--- config.mk ---
export PLATFORM = sky130hd
export DESIGN_NAME = hams_mele_pack_flat
export DESIGN_NICKNAME = d
export VERILOG_FILES = /design/src/rtl/hams_mele_pack_if.sv /design/src/rtl/hams_mele_pack.sv /design/src/flat_wrapper.sv
export SDC_FILE = /design/constraint.sdc
export NUM_CORES = 1
export LEC_CHECK = 0
export CAP_MARGIN = 40
export CORE_MARGIN = 4
export CORE_UTILIZATION = 45
export DETAILED_ROUTE_END_ITERATION = 10
export DONT_BUFFER_PORTS = 1
export PLACE_DENSITY = 0.59
export SLEW_MARGIN = 20
export SYNTH_ARGS = -nofsm -noshare
export SYNTH_HDL_FRONTEND = slang
export SYNTH_SLANG_ARGS = --single-unit
--- constraint.sdc ---
create_clock -name clk -period 4.66 [get_ports clk]
set_input_delay 0.932 -clock clk [delete_from_list [all_inputs] [get_ports clk]]
set_output_delay 0.932 -clock clk [all_outputs]
set_load 0.02 [all_outputs]
--- src/rtl/hams_mele_pack_if.sv ---
// Element type package and stream/block handshake interface for hams_mele_pack.
// Compiled before rtl/hams_mele_pack.sv.
package hams_pkg;
  typedef struct packed {
    logic [15:0] key;
    logic [15:0] tag;
  } pair;
endpackage

interface hams_mele_pack_if #(
  parameter int unsigned NUM_ELEMENTS = 8
);
  localparam int unsigned CNT_W = $clog2(NUM_ELEMENTS + 1);

  hams_pkg::pair                    in_data;
  logic                             in_valid;
  logic                             in_last;
  logic                             in_ready;
  hams_pkg::pair [NUM_ELEMENTS-1:0] blk_data;
  logic                             blk_valid;
  logic                             blk_ready;
  logic [CNT_W-1:0]                 blk_count;
  logic                             blk_last;

  modport master (
    output in_data, in_valid, in_last, blk_ready,
    input  in_ready, blk_data, blk_valid, blk_count, blk_last
  );

  modport slave (
    input  in_data, in_valid, in_last, blk_ready,
    output in_ready, blk_data, blk_valid, blk_count, blk_last
  );
endinterface

--- src/rtl/hams_mele_pack.sv ---
// Stream-to-block packer with a fill slot and an output slot.
// Define HAMS_PACK_PAD_EN to pad partial blocks with all-ones instead of zeros.
module hams_mele_pack #(
  parameter int unsigned NUM_ELEMENTS = 8
) (
  input logic              clk,
  input logic              rst_n,
  hams_mele_pack_if.slave  bus
);
  localparam int unsigned CNT_W = $clog2(NUM_ELEMENTS + 1);

`ifdef HAMS_PACK_PAD_EN
  localparam hams_pkg::pair PAD = '1;
`else
  localparam hams_pkg::pair PAD = '0;
`endif

  logic [CNT_W-1:0]                 cnt;
  logic                             pending;
  hams_pkg::pair [NUM_ELEMENTS-1:0] f_data;
  logic [CNT_W-1:0]                 f_count;
  logic                             f_last;
  hams_pkg::pair [NUM_ELEMENTS-1:0] o_data;
  logic                             o_valid;
  logic [CNT_W-1:0]                 o_count;
  logic                             o_last;

  logic                             accept;
  logic                             complete;
  logic                             drain;
  hams_pkg::pair [NUM_ELEMENTS-1:0] done_blk;
  logic [CNT_W-1:0]                 done_count;

  assign accept     = bus.in_valid && !pending;
  assign complete   = accept && (cnt == CNT_W'(NUM_ELEMENTS - 1) || bus.in_last);
  assign drain      = o_valid && bus.blk_ready;
  assign done_count = cnt + CNT_W'(1);

  // Completed block view: filled slots, the element being accepted, then pads.
  // Slots past cnt may hold stale data from an earlier block, so pad by index.
  always_comb begin
    done_blk = '0;
    for (int unsigned k = 0; k < NUM_ELEMENTS; k++) begin
      if (k < 32'(cnt))       done_blk[k] = f_data[k];
      else if (k == 32'(cnt)) done_blk[k] = bus.in_data;
      else                    done_blk[k] = PAD;
    end
  end

  always_ff @(posedge clk or negedge rst_n) begin
    if (!rst_n) begin
      cnt     <= '0;
      pending <= 1'b0;
      f_data  <= '0;
      f_count <= '0;
      f_last  <= 1'b0;
      o_data  <= '0;
      o_valid <= 1'b0;
      o_count <= '0;
      o_last  <= 1'b0;
    end else begin
      if (accept) begin
        if (complete) begin
          cnt <= '0;
        end else begin
          cnt <= cnt + CNT_W'(1);
          for (int unsigned k = 0; k < NUM_ELEMENTS; k++) begin
            if (k == 32'(cnt)) f_data[k] <= bus.in_data;
          end
        end
      end

      if (complete) begin
        if (!o_valid || drain) begin
          o_data  <= done_blk;
          o_count <= done_count;
          o_last  <= bus.in_last;
          o_valid <= 1'b1;
        end else begin
          f_data  <= done_blk;
          f_count <= done_count;
          f_last  <= bus.in_last;
          pending <= 1'b1;
        end
      end else if (pending && drain) begin
        o_data  <= f_data;
        o_count <= f_count;
        o_last  <= f_last;
        o_valid <= 1'b1;
        pending <= 1'b0;
      end else if (drain) begin
        o_valid <= 1'b0;
      end
    end
  end

  assign bus.in_ready  = !pending;
  assign bus.blk_data  = o_data;
  assign bus.blk_valid = o_valid;
  assign bus.blk_count = o_count;
  assign bus.blk_last  = o_last;
endmodule

--- src/flat_wrapper.sv ---
// flat-port wrapper written by rule: the top's interface ports become plain ports
module hams_mele_pack_flat 
#(
  parameter int unsigned NUM_ELEMENTS = 8
)
  (clk, rst_n, bus_in_data, bus_in_valid, bus_in_last, bus_blk_ready, bus_in_ready, bus_blk_data, bus_blk_valid, bus_blk_count, bus_blk_last);
  hams_mele_pack_if #(.NUM_ELEMENTS(NUM_ELEMENTS)) bus_i ();
  input logic clk;
  input logic rst_n;
  input wire logic [$bits(bus_i.in_data)-1:0] bus_in_data;
  input wire logic [$bits(bus_i.in_valid)-1:0] bus_in_valid;
  input wire logic [$bits(bus_i.in_last)-1:0] bus_in_last;
  input wire logic [$bits(bus_i.blk_ready)-1:0] bus_blk_ready;
  output wire logic [$bits(bus_i.in_ready)-1:0] bus_in_ready;
  output wire logic [$bits(bus_i.blk_data)-1:0] bus_blk_data;
  output wire logic [$bits(bus_i.blk_valid)-1:0] bus_blk_valid;
  output wire logic [$bits(bus_i.blk_count)-1:0] bus_blk_count;
  output wire logic [$bits(bus_i.blk_last)-1:0] bus_blk_last;
  assign bus_i.in_data = bus_in_data;
  assign bus_i.in_valid = bus_in_valid;
  assign bus_i.in_last = bus_in_last;
  assign bus_i.blk_ready = bus_blk_ready;
  assign bus_in_ready = bus_i.in_ready;
  assign bus_blk_data = bus_i.blk_data;
  assign bus_blk_valid = bus_i.blk_valid;
  assign bus_blk_count = bus_i.blk_count;
  assign bus_blk_last = bus_i.blk_last;
  hams_mele_pack #(.NUM_ELEMENTS(NUM_ELEMENTS)) u_core (.clk(clk), .rst_n(rst_n), .bus(bus_i));
endmodule
==> results of run 1 <==
## worst register-to-register path, stage by stage, from the launching register on
cell,delay [ns]
dfrtp_1,0.83
and4b_1,0.60
o2111ai_4,0.41
buf_4,0.41
buf_4,0.32
a221oi_1,0.26
nor2_1,0.07
## synth_stat cells (2+ instances only)
| cell | n | area share, % |
|---|---|---|
| a2111o_1 | 2 | 0.10 |
| a211oi_1 | 3 | 0.10 |
| a21oi_1 | 5 | 0.11 |
| a221oi_1 | 99 | 4.0 |
| a221oi_2 | 30 | 2.1 |
| a22o_1 | 224 | 9.0 |
| a22oi_1 | 32 | 1.1 |
| a2bb2oi_1 | 2 | 0.080 |
| a31oi_1 | 65 | 1.9 |
| and2_1 | 2 | 0.057 |
| and3_1 | 4 | 0.11 |
| and4_1 | 2 | 0.080 |
| buf_1 | 2 | 0.034 |
| buf_2 | 85 | 2.0 |
| buf_4 | 4 | 0.14 |
| clkbuf_1 | 112 | 1.9 |
| dfrtp_1 | 528 | 61 |
| ha_1 | 4 | 0.23 |
| inv_1 | 8 | 0.14 |
| mux2_2 | 32 | 1.7 |
| mux2i_1 | 33 | 1.5 |
| nand2_1 | 183 | 3.2 |
| nand2b_1 | 3 | 0.086 |
| nand3_1 | 72 | 1.7 |
| nand3b_1 | 3 | 0.10 |
| nand4bb_1 | 2 | 0.10 |
| nor2_1 | 332 | 5.7 |
| nor2b_1 | 3 | 0.086 |
| nor3_1 | 3 | 0.069 |
| o211ai_1 | 2 | 0.069 |
| o21ai_0 | 46 | 1.1 |
| o21ai_1 | 2 | 0.046 |
| o22ai_1 | 2 | 0.057 |
## cell families after synthesis
group	count (synthesis)	synth area share, %
flip-flops	528	60.6
AO/OA/AOI/OAI	524	20.1
adder cells (fa/ha/maj)	4	0.230
buffers and inverters	212	4.21
AND/OR/NAND/NOR	616	11.6
multiplexers	65	3.17
XOR/XNOR	1	0.0402
## area by class of cell
type / instances / area [um^2]
antenna: 1 / 2.50
multi-input combinational: 1210 / 7810
fill: 4297 / 23700
clock buffer: 83 / 1650
inverter: 9 / 33.8
sequential: 528 / 13200
clock inverter: 16 / 235
timing repair buffer: 40 / 450
tap: 615 / 769
## final timing paths
kind                              startpoint                        to  slack (ns)
min reg2reg                u_core.f_count[2]         u_core.f_count[2]        0.49
max reg2reg                    u_core.cnt[2]  u_core.bus.blk_data[174]        1.63
min in group clk             bus_in_data[10]         u_core.f_data[42]        0.47
max in group asynchronous              rst_n          u_core.f_data[1]        2.85
max                            u_core.cnt[2]  u_core.bus.blk_data[174]        1.63
min                                    rst_n   u_core.bus.blk_data[56]        0.04
## what timing repair did
action	4_1_cts	5_1_grt
resized for setup	0	0
hold endpoints to repair	4	0
hold buffers	1	0
## metrics by stage
| step | std cells | utilization (%) | worst slack [ns] |
|---|---|---|---|
| after floorplan | 1950 | - | 2.37 |
| after global placement | 2394 | 46.2 | 1.56 |
| after detailed placement | 2401 | 46.5 | 1.66 |
| after CTS | 2501 | 50.5 | 1.65 |
| after global routing | 2501 | 50.5 | 1.42 |
| final | 2502 | 50.5 | 1.63 |
## metal layers
layer  vias to the layer above  wire [um]  GRT usage (%)
met5                         -          0              0
met4                         0       1300           6.01
met3                        89       5540           7.88
met2                       503      29400           37.0
met1                      8066      28300           34.3
li1                       6844          -              -
## registers in the layout, summed over array words and instances, names as in the netlist
register	count
u_core.bus.blk_count	4
u_core.bus.blk_data	256
u_core.bus.blk_last	1
u_core.bus.blk_valid	1
u_core.cnt	4
u_core.f_count	4
u_core.f_data	256
u_core.f_last	1
u_core.pending	1
## report_power, final
part | leakage, nW | switching [W] | total, W | internal, W
Combinational | 3.34 | 0.00199 | 0.00362 | 0.00164
Clock | 0.928 | 0.00181 | 0.00457 | 0.00277
Sequential | 6.73 | 0.00272 | 0.00907 | 0.00634
==> impl_metrics.env, run 1 <==
export IMPL_yosys_register_bits=528
export IMPL_power_density_nw_per_um2=714
export IMPL_final_common_cell="dfrtp_1"
export IMPL_synth_fp_nets=1991
export IMPL_io_buffers=0
export IMPL_cts_tree="done"
export IMPL_design_power_total_w=0.0173
export IMPL_drtIter0Drc=1139
export IMPL_clk_latency_ns=0.59
export IMPL_cts_max_level=2
export IMPL_fin_crit_ns=3.03
export IMPL_num_nets_final=1886
export IMPL_finalMaxSlewViolations=257
export IMPL_max_stage_delay_ns=0.83
export IMPL_path_clk_slew_ns=0.06
export IMPL_cp_start_kind="flop"
export IMPL_ant_nets=0
export IMPL_arrival_ns=3.51
export IMPL_grt_overflow_total=0
export IMPL_cp_slowest_cell="dfrtp_1"
export IMPL_syn_area_per_cell_um2=11.2
export IMPL_synth_flop_cell="dfrtp_1"
export IMPL_drv_cap=0
export IMPL_crit_top_cell="buf_4"
export IMPL_place_gp_congestion=0.829
export IMPL_rows=80
export IMPL_drc=0
export IMPL_crit_fanout=39
export IMPL_dieArea_um2=52000
export IMPL_grt_pass1_vias=15618
export IMPL_antenna_found_initial=0
export IMPL_grt_max_degree=526
export IMPL_wl_per_cell_um=25.8
export IMPL_ir_drop_mv=0.361
export IMPL_numCtsBuffers=56
export IMPL_layout_common_cells="dfrtp_1, nor2_1, a22o_1, nand2_1, a221oi_1"
export IMPL_die_height_um=228
export IMPL_synth_cell_area_um2=21800
export IMPL_rsz0062_at_grt="false"
export IMPL_dieWidth_um=228
export IMPL_clockBufferDepth=3
export IMPL_grt_usage_pct=24.4
export IMPL_final_cell_area_um2=24200
export IMPL_drive_gt1_share_pct=11.5
export IMPL_post_cts_buffers=0
export IMPL_grt_pass1_wl_um=100000
export IMPL_leakage_nw=11.0
export IMPL_skew_ns=0.0124
export IMPL_path_class="flop to flop"
export IMPL_dr_pass1_iters=5
export IMPL_synthDistinctLibCells=52
export IMPL_whs_ns=0.0432
export IMPL_required_ns=5.13
export IMPL_area_delta_synth_final_pct=10.9
export IMPL_dpl_hpwl_um=39200
export IMPL_tightest_slew_ns=2.23
export IMPL_finalSetupTns_ns=0
export IMPL_num_vias=15502
export IMPL_cts_root_buf="clkbuf_16"
export IMPL_max_freq_mhz=330
export IMPL_synthArstFlopShare_pct=100
export IMPL_endpoint_kind="flop"
export IMPL_status="finished, violations left"
export IMPL_crit_family="flip-flops"
export IMPL_ys_seq_area_share_pct=60.6
export IMPL_yosysWarningCount=0
export IMPL_via_per_inst=6.20
export IMPL_violations="slew limit"
export IMPL_finalHoldViolCount=0
export IMPL_synth_edf_count=0
export IMPL_start_util_pct=45.5
export IMPL_path_cells="and4b_1 > o2111ai_4 > buf_4 > buf_4 > a221oi_1 > nor2_1"
export IMPL_fin_crit_sh_pct=65.1
export IMPL_setup_viol=0
export IMPL_cts_sinks=528
export IMPL_path_buf_inv=2
export IMPL_placed_cell_area_um2=22300
export IMPL_worst_r2r_path_depth=6
export IMPL_wl_um=64500
export IMPL_synth_cells=1950
export IMPL_path_depth=6
export IMPL_ios=300
export IMPL_hold_class="input pin to asynchronous set/reset pin"
export IMPL_core_area_um2=47800
export IMPL_slew_headroom_pct=-48.9
Note: power is estimated with default switching activity, not from simulation.
==> run 2: changes to the inputs <==
Clock period 4.66 ns to 2.85 ns, I/O delays scaled along.
==> impl_metrics.env, run 2 (synthesis gave the netlist of run 1 again) <==
export IMPL_hold_class="input pin to asynchronous set/reset pin"
export IMPL_path_class="flop to flop"
export IMPL_dpl_hpwl_um=39200
export IMPL_dp_cells=2414
export IMPL_cts_max_level=2
export IMPL_drv_cap=0
export IMPL_slew_headroom_pct=44.8
export IMPL_layoutNonFillerInstCount=2520
export IMPL_status="finished, violations left"
export IMPL_num_vias=15462
export IMPL_leakage_nw=11.0
export IMPL_finish_utilization_pct=50.6
export IMPL_area_delta_synth_final_pct=11.1
export IMPL_rows=80
export IMPL_wl_um=64200
export IMPL_max_freq_mhz=407
export IMPL_antenna_found_initial=0
export IMPL_drc=0
export IMPL_cts_tree="done"
export IMPL_n_fill_cell=4321
export IMPL_finalSetupTns_ns=0
export IMPL_fin_crit_sh_pct=86.2
export IMPL_finalMaxSlewViolations=0
export IMPL_ant_nets=0
export IMPL_ios=300
export IMPL_dieArea_um2=52000
export IMPL_cts_sinks=528
export IMPL_io_buffers=0
export IMPL_ir_drop_mv=0.535
export IMPL_final_common_cell="dfrtp_1"
export IMPL_dieWidth_um=228
export IMPL_drtIter0Drc=1377
export IMPL_num_nets_final=1898
export IMPL_worst_r2r_path_depth=6
export IMPL_crit_fanout=13
export IMPL_cts_repair_resized=0
export IMPL_cts_root_buf="clkbuf_16"
export IMPL_multi_input_area_um2=7810
export IMPL_grt_max_degree=529
export IMPL_required_ns=3.31
export IMPL_place_gp_congestion=0.871
export IMPL_post_cts_buffers=0
export IMPL_whs_ns=-0.339
export IMPL_numCtsBuffers=56
export IMPL_skew_ns=0.0160
export IMPL_grt_pass1_vias=15462
export IMPL_violations="hold timing"
export IMPL_register_area_um2=13200
export IMPL_grt_pass1_wl_um=99200
export IMPL_rr_endpoint="u_core.bus.blk_data[41]"
export IMPL_endpoint_kind="flop"
export IMPL_grt_usage_pct=24.2
export IMPL_power_density_nw_per_um2=1160
export IMPL_arrival_ns=2.92
export IMPL_clk_latency_ns=0.60
export IMPL_regToRegSetupSlack_ns=0.39
export IMPL_dr_pass1_iters=5
export IMPL_via_per_inst=6.14
export IMPL_finalHoldViolCount=528
export IMPL_core_area_um2=47800
export IMPL_tightest_slew_ns=0.827
export IMPL_rsz0062_at_grt="false"
export IMPL_start_util_pct=45.5
export IMPL_grt_overflow_total=0
export IMPL_drive_gt1_share_pct=12.5
export IMPL_clockBufferDepth=3
export IMPL_layout_common_cells="dfrtp_1, nor2_1, a22o_1, nand2_1, a221oi_1"
export IMPL_setup_viol=0
export IMPL_wl_per_cell_um=25.5
export IMPL_r2r_start="u_core.cnt[2]"
export IMPL_fin_crit_ns=2.46
export IMPL_cp_start_kind="flop"
export IMPL_die_height_um=228
export IMPL_path_clk_slew_ns=0.06
run 2: metal layers:
layer  track usage [%]  vias up  share of wire [%]
li1                  -     6850                  -
met1              34.1     8017                 44
met2              36.9      521                 45
met3              7.26       74                8.9
met4              6.53        0                2.0
met5                 0        -                  0
run 2: area by class of cell:
cell class / instances / area share, %
multi-input cells: 1210 / 32.3
flip-flops and latches: 528 / 54.6
inverters: 9 / 0.140
diodes: 1 / 0.0103
well taps: 615 / 3.18
clock inverters: 26 / 0.941
clock buffers: 79 / 6.73
repair buffers: 52 / 2.13
run 2: how the worst max path moves through the flow:
stage / startpoint / endpoint / slack (ns)
after floorplan: u_core.cnt[0] / u_core.bus.blk_data[192] / 0.81
after global placement: u_core.cnt[3] / u_core.bus.blk_data[41] / 0.50
after detailed placement: u_core.cnt[3] / u_core.bus.blk_data[41] / 0.46
after CTS: u_core.cnt[3] / u_core.bus.blk_data[41] / 0.43
after global routing: u_core.cnt[3] / u_core.bus.blk_data[41] / 0.28
final: u_core.cnt[2] / u_core.bus.blk_data[41] / 0.39
run 2: through the flow:
stage          instance area (um^2)  total power, W  hold WS (ns)  worst slack (ns)
3_5_place_dp                  22300          0.0210         0.295             0.460
5_1_grt                       24200          0.0298        -0.372             0.276
4_1_cts                       24200          0.0284        -0.360             0.426
2_1_floorplan                 21800          0.0188         0.274             0.814
3_3_place_gp                  22300          0.0207         0.294             0.498
6_report                      24200          0.0281        -0.339             0.394
run 2: critical path, stage by stage (launching register included):
cell and delay, ns:
dfrtp_1 0.53, nor4b_2 0.34, buf_4 0.21, nand3_2 0.36, buf_4 0.34, a221oi_1 0.47, nor2_1 0.07
run 2: where the power goes:
group	switching (W)	total, W	internal, W
clock	0.00305	0.00730	0.00426
sequential	0.00440	0.0148	0.0104
combinational	0.00328	0.00604	0.00276
total	0.0107	0.0281	0.0174
